==> config.mk <==
export PLATFORM = sky130hd
export DESIGN_NAME = uart_spi_bridge
export DESIGN_NICKNAME = d
export VERILOG_FILES = /design/src/rtl/uart_spi_bridge.sv
export SDC_FILE = /design/constraint.sdc
export NUM_CORES = 1
export LEC_CHECK = 0
export CORE_ASPECT_RATIO = 0.6
export CORE_MARGIN = 10
export CORE_UTILIZATION = 50
export CTS_BUF_LIST = sky130_fd_sc_hd__clkbuf_2 sky130_fd_sc_hd__clkbuf_4 sky130_fd_sc_hd__clkbuf_8
export DETAILED_ROUTE_END_ITERATION = 7
export PLACE_DENSITY = 0.68
export SKIP_LAST_GASP = 1
export SYNTH_ARGS = -nofsm -noshare
export SYNTH_HDL_FRONTEND = slang
export SYNTH_SLANG_ARGS = --single-unit
==> constraint.sdc <==
create_clock -name clk -period 5.69 [get_ports clk]
set_input_delay 0.8535 -clock clk [delete_from_list [all_inputs] [get_ports clk]]
set_output_delay 0.8535 -clock clk [all_outputs]
set_load 0.02 [all_outputs]
==> src/rtl/uart_spi_bridge.sv <==
// Byte-stream to SPI command bridge: opcode FIFO, SPI master with runtime mode, static control lines.
// Define UART_SPI_BRIDGE_READBACK_EN to enable the full-duplex MISO readback stream on rsp_*.
module uart_spi_bridge #(
  parameter int unsigned CLKDIV     = 1,
  parameter int unsigned FIFO_DEPTH = 16,
  parameter int unsigned NCTRL      = 5,
  parameter logic [4:0]  CTRL_RESET = 5'h1F,
  parameter logic [1:0]  MODE_RESET = 2'b11
) (
  input  logic             clk,
  input  logic             resetq,
  input  logic [7:0]       in_data,
  input  logic             in_valid,
  output logic             in_ready,
  output logic [7:0]       rsp_data,
  output logic             rsp_valid,
  input  logic             rsp_ready,
  output logic             spi_sclk,
  output logic             spi_mosi,
  input  logic             spi_miso,
  output logic [NCTRL-1:0] ctrl,
  output logic             busy
);

  localparam int unsigned AW = $clog2(FIFO_DEPTH);
  localparam int unsigned DW = (CLKDIV > 1) ? $clog2(CLKDIV) : 1;
  localparam logic [DW-1:0] DivLast = DW'(CLKDIV - 1);

  typedef enum logic [1:0] {
    StIdle,
    StLoad,
    StShift
`ifdef UART_SPI_BRIDGE_READBACK_EN
    , StRspWait
`endif
  } state_e;

  // Input FIFO; pointers carry one extra wrap bit to tell full from empty.
  logic [7:0]  mem_q [FIFO_DEPTH];
  logic [AW:0] wptr_q, rptr_q;
  logic        fifo_empty, fifo_full, push, pop;
  logic [7:0]  head;

  assign fifo_empty = (wptr_q == rptr_q);
  assign fifo_full  = (wptr_q[AW] != rptr_q[AW]) && (wptr_q[AW-1:0] == rptr_q[AW-1:0]);
  assign in_ready   = !fifo_full;
  assign push       = in_valid && in_ready;
  assign head       = mem_q[rptr_q[AW-1:0]];

  always_ff @(posedge clk or negedge resetq) begin
    if (!resetq) begin
      wptr_q <= '0;
      rptr_q <= '0;
    end else begin
      if (push) wptr_q <= wptr_q + 1'b1;
      if (pop)  rptr_q <= rptr_q + 1'b1;
    end
  end

  always_ff @(posedge clk) begin
    if (push) mem_q[wptr_q[AW-1:0]] <= in_data;
  end

  state_e            state_q, state_d, state_after;
  logic [4:0]        cnt_q, cnt_d;
  logic [7:0]        tx_q, tx_d;
  logic [3:0]        half_q, half_d;
  logic [DW-1:0]     div_q, div_d;
  logic              sclk_q, sclk_d, mosi_q, mosi_d;
  logic              cpol_q, cpol_d, cpha_q, cpha_d;
  logic [NCTRL-1:0]  ctrl_q, ctrl_d;
  logic              leading, sample;

`ifdef UART_SPI_BRIDGE_READBACK_EN
  logic       rd_q, rd_d;
  logic [7:0] rx_q, rx_d;
  logic [7:0] rsp_data_q, rsp_data_d;
  logic       rsp_valid_q, rsp_valid_d;
`endif

  assign leading     = !half_q[0];
  // CPHA=0 samples on the leading edge, CPHA=1 on the trailing edge.
  assign sample      = leading ^ cpha_q;
  assign state_after = (cnt_q != 5'd0) ? StLoad : StIdle;

  always_comb begin
    state_d = state_q;
    cnt_d   = cnt_q;
    tx_d    = tx_q;
    half_d  = half_q;
    div_d   = div_q;
    sclk_d  = sclk_q;
    mosi_d  = mosi_q;
    cpol_d  = cpol_q;
    cpha_d  = cpha_q;
    ctrl_d  = ctrl_q;
    pop     = 1'b0;
`ifdef UART_SPI_BRIDGE_READBACK_EN
    rd_d        = rd_q;
    rx_d        = rx_q;
    rsp_data_d  = rsp_data_q;
    rsp_valid_d = rsp_valid_q && !rsp_ready;
`endif
    unique case (state_q)
      StIdle: begin
        sclk_d = cpol_q;
        if (!fifo_empty) begin
          pop = 1'b1;
          if (head[7:4] == 4'h1 || head[7:4] == 4'h4) begin
            cnt_d   = {1'b0, head[3:0]} + 5'd1;
            state_d = StLoad;
`ifdef UART_SPI_BRIDGE_READBACK_EN
            rd_d = (head[7:4] == 4'h4);
`endif
          end else if (head[7:5] == 3'b001) begin
            ctrl_d = head[NCTRL-1:0];
          end else if (head[7:2] == 6'b010100) begin
            cpol_d = head[1];
            cpha_d = head[0];
            sclk_d = head[1];
          end
        end
      end
      StLoad: begin
        if (!fifo_empty) begin
          pop     = 1'b1;
          tx_d    = head;
          mosi_d  = head[7];
          cnt_d   = cnt_q - 5'd1;
          half_d  = '0;
          div_d   = '0;
          state_d = StShift;
        end
      end
      StShift: begin
        if (div_q == DivLast) begin
          div_d  = '0;
          half_d = half_q + 4'd1;
          sclk_d = leading ? !cpol_q : cpol_q;
          if (sample) begin
`ifdef UART_SPI_BRIDGE_READBACK_EN
            rx_d = {rx_q[6:0], spi_miso};
`endif
          end else if (cpha_q) begin
            mosi_d = tx_q[3'd7 - half_q[3:1]];
          end else if (half_q[3:1] != 3'd7) begin
            mosi_d = tx_q[3'd6 - half_q[3:1]];
          end
          if (half_q == 4'd15) begin
            state_d = state_after;
`ifdef UART_SPI_BRIDGE_READBACK_EN
            if (rd_q) begin
              if (!rsp_valid_q || rsp_ready) begin
                rsp_data_d  = rx_d;
                rsp_valid_d = 1'b1;
              end else begin
                state_d = StRspWait;
              end
            end
`endif
          end
        end else begin
          div_d = div_q + 1'b1;
        end
      end
`ifdef UART_SPI_BRIDGE_READBACK_EN
      StRspWait: begin
        if (rsp_ready) begin
          rsp_data_d  = rx_q;
          rsp_valid_d = 1'b1;
          state_d     = state_after;
        end
      end
`endif
      default: state_d = StIdle;
    endcase
  end

  always_ff @(posedge clk or negedge resetq) begin
    if (!resetq) begin
      state_q <= StIdle;
      cnt_q   <= '0;
      tx_q    <= '0;
      half_q  <= '0;
      div_q   <= '0;
      sclk_q  <= MODE_RESET[1];
      mosi_q  <= 1'b1;
      cpol_q  <= MODE_RESET[1];
      cpha_q  <= MODE_RESET[0];
      ctrl_q  <= CTRL_RESET[NCTRL-1:0];
    end else begin
      state_q <= state_d;
      cnt_q   <= cnt_d;
      tx_q    <= tx_d;
      half_q  <= half_d;
      div_q   <= div_d;
      sclk_q  <= sclk_d;
      mosi_q  <= mosi_d;
      cpol_q  <= cpol_d;
      cpha_q  <= cpha_d;
      ctrl_q  <= ctrl_d;
    end
  end

`ifdef UART_SPI_BRIDGE_READBACK_EN
  always_ff @(posedge clk or negedge resetq) begin
    if (!resetq) begin
      rd_q        <= 1'b0;
      rx_q        <= '0;
      rsp_data_q  <= '0;
      rsp_valid_q <= 1'b0;
    end else begin
      rd_q        <= rd_d;
      rx_q        <= rx_d;
      rsp_data_q  <= rsp_data_d;
      rsp_valid_q <= rsp_valid_d;
    end
  end

  assign rsp_data  = rsp_data_q;
  assign rsp_valid = rsp_valid_q;
`else
  logic unused_rsp;
  assign unused_rsp = rsp_ready ^ spi_miso;
  assign rsp_data   = 8'h00;
  assign rsp_valid  = 1'b0;
`endif

  assign spi_sclk = sclk_q;
  assign spi_mosi = mosi_q;
  assign ctrl     = ctrl_q;
  assign busy     = (state_q != StIdle) || !fifo_empty;

endmodule

==> run summary, run 1 <==
Area Growth Syn to Fin: 9.26%
clk slew on worst S/H paths: 0.10 ns
synth top area cells: edfxtp_1 (52%), dfrtp_1 (9.9%), mux4_2 (9.8%), dfstp_2 (3.2%), ha_1 (2.4%)
ANT nets after route: 0
Tcrit/Tclk final: 65.0%
Yosys top cell by area: edfxtp_1
antenna violations before repair: 0
final hold vios: 0
Root Buffer: clkbuf_8
total iterations of the first detailed-routing run: 5
Slew Limit Fails: 0
most frequent cells in the layout: edfxtp_1 (128), nand2_1 (33), mux4_2 (32)
pin count of the biggest net entering global routing: 39
Seq/Total Area, Yosys: 65.2%
Post-Syn Area per Cell: 15.9 um2
CP max FO: 15
Setup Fix Bufs, Post-CTS: 0
Initial DRC Count: 430
die area: 20,100 um2
yosys warns: 0
Slew HR: 28.4%
Routed wire per std cell: 21.7 um
Most used DFF post-synth: edfxtp_1
commonest non-fill, non-tap cell in the layout: edfxtp_1
Final setup viols: 0
Yosys reg bits: 166
GP Congestion: 0.820
CP endpoint kind: output pin
overall power: 4.28 mW
Clock Path Buffers: 2
fmax: 270 MHz
CTS Buf Count: 17
Slew @ Worst Pin: 1.07 ns
vias in the first global route: 4,187
Worst Path Arrival: 2.85 ns
Final Net Count: 512
top cell type's share of synthesized area: 52.2%
Synth async-reset ratio: 22.9%
vias per cell: 5.72
ratio of cells with drive above 1 in the final layout: 21.1%
crit path launch: rptr_q[3]$_DFFE_PN0P_
Final Skew: 0.0187 ns
Total GRT Usage: 15.9%
io pins: 31
Core Rows: 34
CTS resizes: 0
Mapped Area: 7370 um2
EDFF count, synth: 128
Die Y: 114 um
synthesized instance count: 464
Core ar.: 14,500 um2
Vias: 3,982
RR Startpoint: rptr_q[0]$_DFFE_PN0P_
CTS tree: built
PD cells: 532 nW/um2
VDD IR-drop max: 0.245 mV
Max Cap Violations: 0
TNS Setup: 0 ns
global-route wire length before repair: 24.1 mm
worst path cell trace: xor2_1, nor4_2, and2_1, nand2_1, clkdlybuf4s50_1
WP data required: 4.84 ns
starting density of the core: 50.9%
DRC violation count after routing: 0
n_diodes: 0
Worst Setup Path Type: flop to output pin
Final min period: 3.70 ns
Hold Buf Count CTS: 0
chip width: 177 um
RSZ-0062 raised after global routing: no
Hold Startpoint: spi_mosi$_DFFE_PN1P_
WL final: 15.1 mm
clk_lat worst skew: 0.46 ns
Leak: 2.81 nW
CP max stage cell: dfrtp_1
Clock Sinks: 166
worst min-delay path class: flop to flop
grt ovf: 0
Post-DP HPWL: 10.4 mm
IO Port Bufs: 19
distinct cell type count after synthesis: 57
htree depth: 4
outcome: finished, final reports clean
CP startpoint kind: flop
Worst path max stage delay: 0.88 ns
==> worst max-delay path, delay by kind of cell (launching register included) <==
family | cells | cell delay (ns)
flops | 1 | 0.88
simple gates | 3 | 0.79
buf+inv | 1 | 0.55
xor+xnor | 1 | 0.18
==> flip-flops by register name, indices dropped and copies added, names as in the netlist <==
name,cells
mem_q,128
tx_q,8
cnt_q,5
ctrl,5
rptr_q,5
wptr_q,5
half_q,4
state_q,2
cpha_q,1
cpol_q,1
spi_mosi,1
spi_sclk,1
==> synth_stat cells, types with 2 or more instances <==
cell type / count
nand3_1: 9
and2_1: 4
dfstp_2: 9
o21ai_0: 17
nand2b_1: 4
nor3_1: 8
edfxtp_1: 128
xor2_1: 5
dfrtp_1: 29
a22o_1: 3
nor2b_1: 4
a21oi_1: 6
nor2_1: 22
nand3b_1: 2
mux4_2: 32
mux2_1: 3
inv_1: 12
buf_2: 7
a22oi_1: 3
xnor2_1: 12
nand4_1: 2
nor3b_1: 3
and3_1: 3
nand2_1: 33
mux2i_1: 17
mux2_2: 12
a211oi_2: 4
a2bb2oi_1: 2
o31ai_1: 3
clkbuf_1: 9
or2_2: 2
buf_4: 11
buf_6: 4
a31oi_1: 4
ha_1: 14
==> layer usage <==
metal  up-vias  global-route usage [%]  share of wire, %
met3        18                    4.13               6.8
met2       137                    21.6                42
li1       1797                       -                 -
met4         0                    4.96               1.2
met5         -                       0                 0
met1      2030                    24.2                50
==> final timing paths <==
| path | end | depth (start not counted) | slack, ns |
|---|---|---|---|
| setup / recovery | busy | 5 | 1.99 |
| hold / removal | spi_mosi$_DFFE_PN1P_ | 2 | 0.50 |
| setup reg to reg | cnt_q[2]$_DFFE_PN0P_ | 9 | 2.35 |
| hold reg to reg | spi_mosi$_DFFE_PN1P_ | 2 | 0.50 |
| max in group asynchronous | wptr_q[1]$_DFFE_PN0P_ | 1 | 4.61 |
| min in group asynchronous | half_q[3]$_DFFE_PN0P_ | 1 | 0.51 |
==> final cells by class <==
type | count | area [um2]
Clock inverter | 15 | 144
Timing Repair Buffer | 26 | 238
Multi-Input combinational cell | 261 | 2330
Inverter | 13 | 48.8
Fill cell | 1124 | 6410
Sequential cell | 166 | 4810
Tap cell | 198 | 248
Clock buffer | 17 | 234
==> per-stage QoR <==
stage / util (%) / cells / worst slack, ns / instance area [um2] / hold WS, ns
2_1_floorplan: - / 472 / 3.06 / 7400 / 0.461
5_1_grt: 55.6 / 696 / 1.76 / 8050 / 0.510
3_5_place_dp: 53.0 / 664 / 2.39 / 7670 / 0.484
3_3_place_gp: 53.0 / 664 / 2.41 / 7670 / 0.478
4_1_cts: 55.6 / 696 / 1.96 / 8050 / 0.500
6_report: 55.6 / 696 / 1.99 / 8050 / 0.500
==> power breakdown <==
part | internal, mW | leakage [nW] | switching, mW
registers | 1.55 | 1.60 | 0.178
logic | 0.755 | 1.02 | 0.984
clock network | 0.355 | 0.186 | 0.460
==> cell families (layout without fill, tap and decap cells) <==
| logic type | Yosys count | count (layout) | synth area share, % |
|---|---|---|---|
| AO/OA/AOI/OAI | 54 | 54 | 5.37 |
| flip-flops | 166 | 166 | 65.2 |
| multiplexers | 65 | 65 | 14.6 |
| XOR/XNOR | 17 | 17 | 2.02 |
| buffers and inverters | 45 | 71 | 3.53 |
| adder cells (fa/ha/maj) | 14 | 14 | 2.38 |
| other | 1 | 9 | 0.0509 |
| AND/OR/NAND/NOR | 102 | 102 | 6.84 |
Power figures use the tool's default switching activity.
==> inputs of run 2 (changes only) <==
- PLACE_DENSITY: 0.68 -> 0.7
- clock period: 5.69 -> 3.2 ns (I/O delays scaled with it)
==> run 2 against run 1 <==
  * Global-route usage fell by 0.75 points
  * Clock skew down 0.0023 ns
  * Sequential power is 76% higher
  * Worst setup slack got worse by 1.8 ns
  * First-iteration DRC count down 5.8%
  * Non-clock buffer count is 24 higher
  * Hold slack got worse by 0.37 ns
  * Sequential cell count unchanged
  * Design area up 2.5%
  * Power is 83% higher
  * Critical path type unchanged
  * Critical endpoint unchanged
  * Largest power group unchanged
  * Highest routed layer unchanged
==> run summary, run 2 (synthesis gave the netlist of run 1 again) <==
CP max stage cell: clkdlybuf4s50_1
internal power: 4.95 mW
htree depth: 4
PD cells: 951 nW/um2
Post-Layout Cell Count: 720
Worst Path Arrival: 2.57 ns
fmax: 328 MHz
worst min-delay path class: input pin to asynchronous set/reset pin
GP Congestion: 0.850
Initial DRC Count: 405
CP max FO: 10
VDD IR-drop max: 0.594 mV
M2 GR Usage: 20.7%
most used routing layer: met1
grt ovf: 0
worst path cell trace: buf_4, xor2_1, nor4_2, and2_1, nand2_1, clkdlybuf4s50_1
CTS Buf Count: 17
Gate power share: 43.2%
n_diodes: 0
WHS: 0.134 ns
chip width: 177 um
max reg flops: 128
commonest non-fill, non-tap cell in the layout: edfxtp_1
Root Buffer: clkbuf_8
Die Y: 114 um
Max Cap Violations: 0
WL final: 14.9 mm
outcome: finished, final reports clean
clk_lat worst skew: 0.45 ns
Vias: 4,093
Total GRT Usage: 15.2%
antenna violations before repair: 0
ANT nets after route: 0
Final Skew: 0.0164 ns
net load switching power: 2.90 mW
Core Rows: 34
IO Port Bufs: 19
Worst Setup Path Type: flop to output pin
DRC violation count after routing: 0
CTS tree: built
CP top delay family: buffers and inverters
vias per cell: 5.68
Setup Fix Bufs, Post-CTS: 0
Layout Utilization: 57.1%
Worst path max stage delay: 0.55 ns
starting density of the core: 50.9%
met1 usage: 23.4%
met3 Track Usage GR: 3.76%
Final min period: 3.05 ns
Post-DP HPWL: 10.3 mm
overall power: 7.85 mW
Hold Buf Count CTS: 0
most frequent cells in the layout: edfxtp_1 (128), nand2_1 (33), mux4_2 (32)
Final Net Count: 536
WP data required: 2.72 ns
Clock Sinks: 166
vias in the first global route: 4,030
clk slew on worst S/H paths: 0.09 ns
ratio of cells with drive above 1 in the final layout: 24.9%
CP endpoint kind: output pin
Area Growth Syn to Fin: 12.0%
final hold vios: 0
Reg power frac: 38.9%
crit path buf inv count: 2
die area: 20,100 um2
Tcrit/Tclk final: 95.2%
placed cells: 688
CP startpoint kind: flop
TNS Setup: 0 ns
Clock Path Buffers: 2
Clk network pwr share: 17.8%
global-route wire length before repair: 23.1 mm
Core ar.: 14,500 um2
total iterations of the first detailed-routing run: 5
Routed wire per std cell: 20.7 um
Slew Limit Fails: 0
pin count of the biggest net entering global routing: 39
io pins: 31
Slew @ Worst Pin: 0.872 ns
RSZ-0062 raised after global routing: no
switching share of power: 36.9%
Leak: 2.96 nW
Slew HR: 41.9%
Final setup viols: 0
## run 2: power by group through the flow
stage                     sequential (mW)  clock, mW  combinational [mW]
after global routing                 3.11       1.53                3.66
after CTS                            3.06       1.44                3.39
final                                3.05       1.40                3.39
after floorplan                      3.00          0                2.42
after global placement               3.08          0                3.28
after detailed placement             3.10          0                3.37
## run 2: repair_timing
item                       4_1_cts  5_1_grt
setup endpoints to repair        1        0
resized for setup                1        0
hold endpoints to repair         0        0
## run 2: worst reg2reg max path, stage by stage, from the launching register on
cell and delay [ns]:
dfrtp_2 0.57, buf_12 0.23, nor2_1 0.09, a221o_1 0.32, o21ai_0 0.43, and2b_2 0.33
o211a_4 0.17, or2_1 0.33, a211oi_2 0.20
## run 2: area by class of cell
| cell class | instances | area, um2 |
|---|---|---|
| inverter | 13 | 48.8 |
| timing repair buffer | 50 | 455 |
| clock buffer | 18 | 241 |
| multi-input combinational | 261 | 2330 |
| fill | 1136 | 6210 |
| sequential | 166 | 4810 |
| tap | 198 | 248 |
| clock inverter | 14 | 121 |
## run 2: metal layers
layer | up-vias | share of wire, %
met5 | - | 0
met2 | 139 | 42
met3 | 7 | 7.6
met1 | 2101 | 50
li1 | 1846 | -
met4 | 0 | 0.51
## run 2: metrics by stage
stage	instance area, um2	setup WS [ns]
global placement	7890	0.332
global route	8250	0.0251
floorplan	7400	0.571
CTS	8250	0.124
finish	8250	0.152
detailed placement	7890	0.344
## run 2: final timing paths
check | startpoint | to | slack [ns] | cells past startpoint
worst max-delay path | rptr_q[0]$_DFFE_PN0P_ | busy | 0.15 | 6
worst max register to register | rptr_q[0]$_DFFE_PN0P_ | cnt_q[2]$_DFFE_PN0P_ | 0.47 | 8
max in group asynchronous | resetq | rptr_q[0]$_DFFE_PN0P_ | 2.44 | 1
worst min-delay path | resetq | tx_q[1]$_DFFE_PN0P_ | 0.13 | 1
min in group clk | ctrl[4]$_DFFE_PN1P_ | ctrl[4]$_DFFE_PN1P_ | 0.50 | 2
worst min register to register | ctrl[4]$_DFFE_PN1P_ | ctrl[4]$_DFFE_PN1P_ | 0.50 | 2
==> inputs of run 3 (changes only) <==
- CTS_BUF_LIST: sky130_fd_sc_hd__clkbuf_2 sky130_fd_sc_hd__clkbuf_4 sky130_fd_sc_hd__clkbuf_8 -> not set
- TNS_END_PERCENT: not set -> 5
==> run 3 against run 2 <==
  * Combinational power barely moved
  * Sequential power barely moved
  * Critical path type unchanged
  * Routed wire length rose by 0.54%
  * Power rose by 6.3%
  * First-iteration DRC count fell by 2.0%
  * Cell count did not move
  * Via count rose by 1.2%
  * Critical path depth did not move
==> run summary, run 3 (synthesis gave the netlist of run 1 again) <==
Final setup viols: 0
Final min period: 3.01 ns
global-route wire length before repair: 23.3 mm
Final Skew: 0.0148 ns
final hold vios: 0
Reg power frac: 36.6%
IO Port Bufs: 19
ANT nets after route: 0
Post-DP HPWL: 10.3 mm
Leak: 3.04 nW
Core Rows: 34
DRC violation count after routing: 0
Initial DRC Count: 397
clk slew on worst S/H paths: 0.07 ns
ratio of cells with drive above 1 in the final layout: 24.7%
Hold Buf Count CTS: 0
Tcrit/Tclk final: 94.1%
Max Cap Violations: 0
Post-Layout Cell Count: 720
placed cells: 688
PD cells: 989 nW/um2
worst min-delay path class: input pin to asynchronous set/reset pin
CTS Buf Count: 17
max reg flops: 128
Root Buffer: clkbuf_16
vias in the first global route: 4,070
footprint of the multi-input gates: 2330 um2
Clock Sinks: 166
chip width: 177 um
pin count of the biggest net entering global routing: 39
CTS resizes: 0
Routed wire per std cell: 20.8 um
CP endpoint kind: output pin
Slew @ Worst Pin: 0.866 ns
grt ovf: 0
WP data required: 2.72 ns
CTS tree: built
Slew HR: 42.3%
TNS Setup: 0 ns
Vias: 4,143
clk_lat worst skew: 0.42 ns
Sequential Area: 4810 um2
total iterations of the first detailed-routing run: 5
Final Net Count: 536
switching share of power: 35.6%
htree depth: 4
GP Congestion: 0.850
CP startpoint kind: flop
vias per cell: 5.75
n_diodes: 0
Total GRT Usage: 15.4%
starting density of the core: 50.9%
io pins: 31
antenna violations before repair: 0
Worst Setup Path Type: flop to output pin
Clk network pwr share: 22.6%
Slew Limit Fails: 0
Worst Path Arrival: 2.53 ns
commonest non-fill, non-tap cell in the layout: edfxtp_1
most frequent cells in the layout: edfxtp_1 (128), nand2_1 (33), mux4_2 (32)
WHS: 0.163 ns
Setup Fix Bufs, Post-CTS: 0
WL final: 15.0 mm
Area after DPL: 7890 um2
Gate power share: 40.7%
RSZ-0062 raised after global routing: no
net load switching power: 2.97 mW
Finished Cell Area: 8440 um2
Die Y: 114 um
outcome: finished, final reports clean
Area Growth Syn to Fin: 14.5%
CP max FO: 10
fill cell count: 1,113
Core ar.: 14,500 um2
internal power: 5.37 mW
die area: 20,100 um2
fmax: 332 MHz
VDD IR-drop max: 0.590 mV
Clock Path Buffers: 2
run 3: cell types whose count changed in the layout (fill, tap and decap cells not counted), sizes merged:
cell / before / now
bufinv: 1 / 0
clkbuf: 18 / 19
run 3: power groups by stage:
stage / combinational [mW] / clock [mW] / sequential, mW
final: 3.40 / 1.89 / 3.06
after global routing: 3.67 / 2.02 / 3.11
after CTS: 3.39 / 1.92 / 3.06
after detailed placement: 3.37 / 0 / 3.10
after global placement: 3.28 / 0 / 3.08
after floorplan: 2.42 / 0 / 3.00
run 3: final timing paths:
kind / from / end / slack, ns / cells after the start
max in group asynchronous: resetq / rptr_q[0]$_DFFE_PN0P_ / 2.42 / 1
min in group clk: rptr_q[4]$_DFFE_PN0P_ / rptr_q[4]$_DFFE_PN0P_ / 0.49 / 1
max reg2reg: rptr_q[1]$_DFFE_PN0P_ / state_q[0]$_DFFE_PN0P_ / 0.51 / 8
max: rptr_q[0]$_DFFE_PN0P_ / busy / 0.19 / 6
min reg2reg: rptr_q[4]$_DFFE_PN0P_ / rptr_q[4]$_DFFE_PN0P_ / 0.49 / 1
min: resetq / tx_q[1]$_DFFE_PN0P_ / 0.16 / 1
run 3: layout make-up:
| type | instances | area share, % |
|---|---|---|
| sequential | 166 | 57.0 |
| multi-input combinational | 261 | 27.6 |
| timing repair buffer | 50 | 5.40 |
| clock buffer | 19 | 5.38 |
| tap | 198 | 2.94 |
| clock inverter | 13 | 1.08 |
| inverter | 13 | 0.578 |
run 3: worst max-delay path, cell delays in order, from the launching register on:
cell and delay, ns:
dfrtp_2 0.53, buf_4 0.21, xor2_1 0.16, nor4_2 0.35
and2_1 0.25, nand2_1 0.07, clkdlybuf4s50_1 0.55
run 3: metal layers:
layer	up-vias	global-route usage, %	part of all wire, %
li1	1849	-	-
met1	2138	23.7	50
met2	144	21.1	42
met3	12	3.40	6.7
met4	0	4.52	0.87
met5	-	0	0
run 3: through the flow:
step	util (%)	total power [mW]	setup slack (ns)
global route	58.3	8.80	0.0709
CTS	58.3	8.37	0.0292
floorplan	-	5.43	0.571
detailed placement	54.5	6.47	0.344
finish	58.3	8.34	0.188
global placement	54.5	6.36	0.332
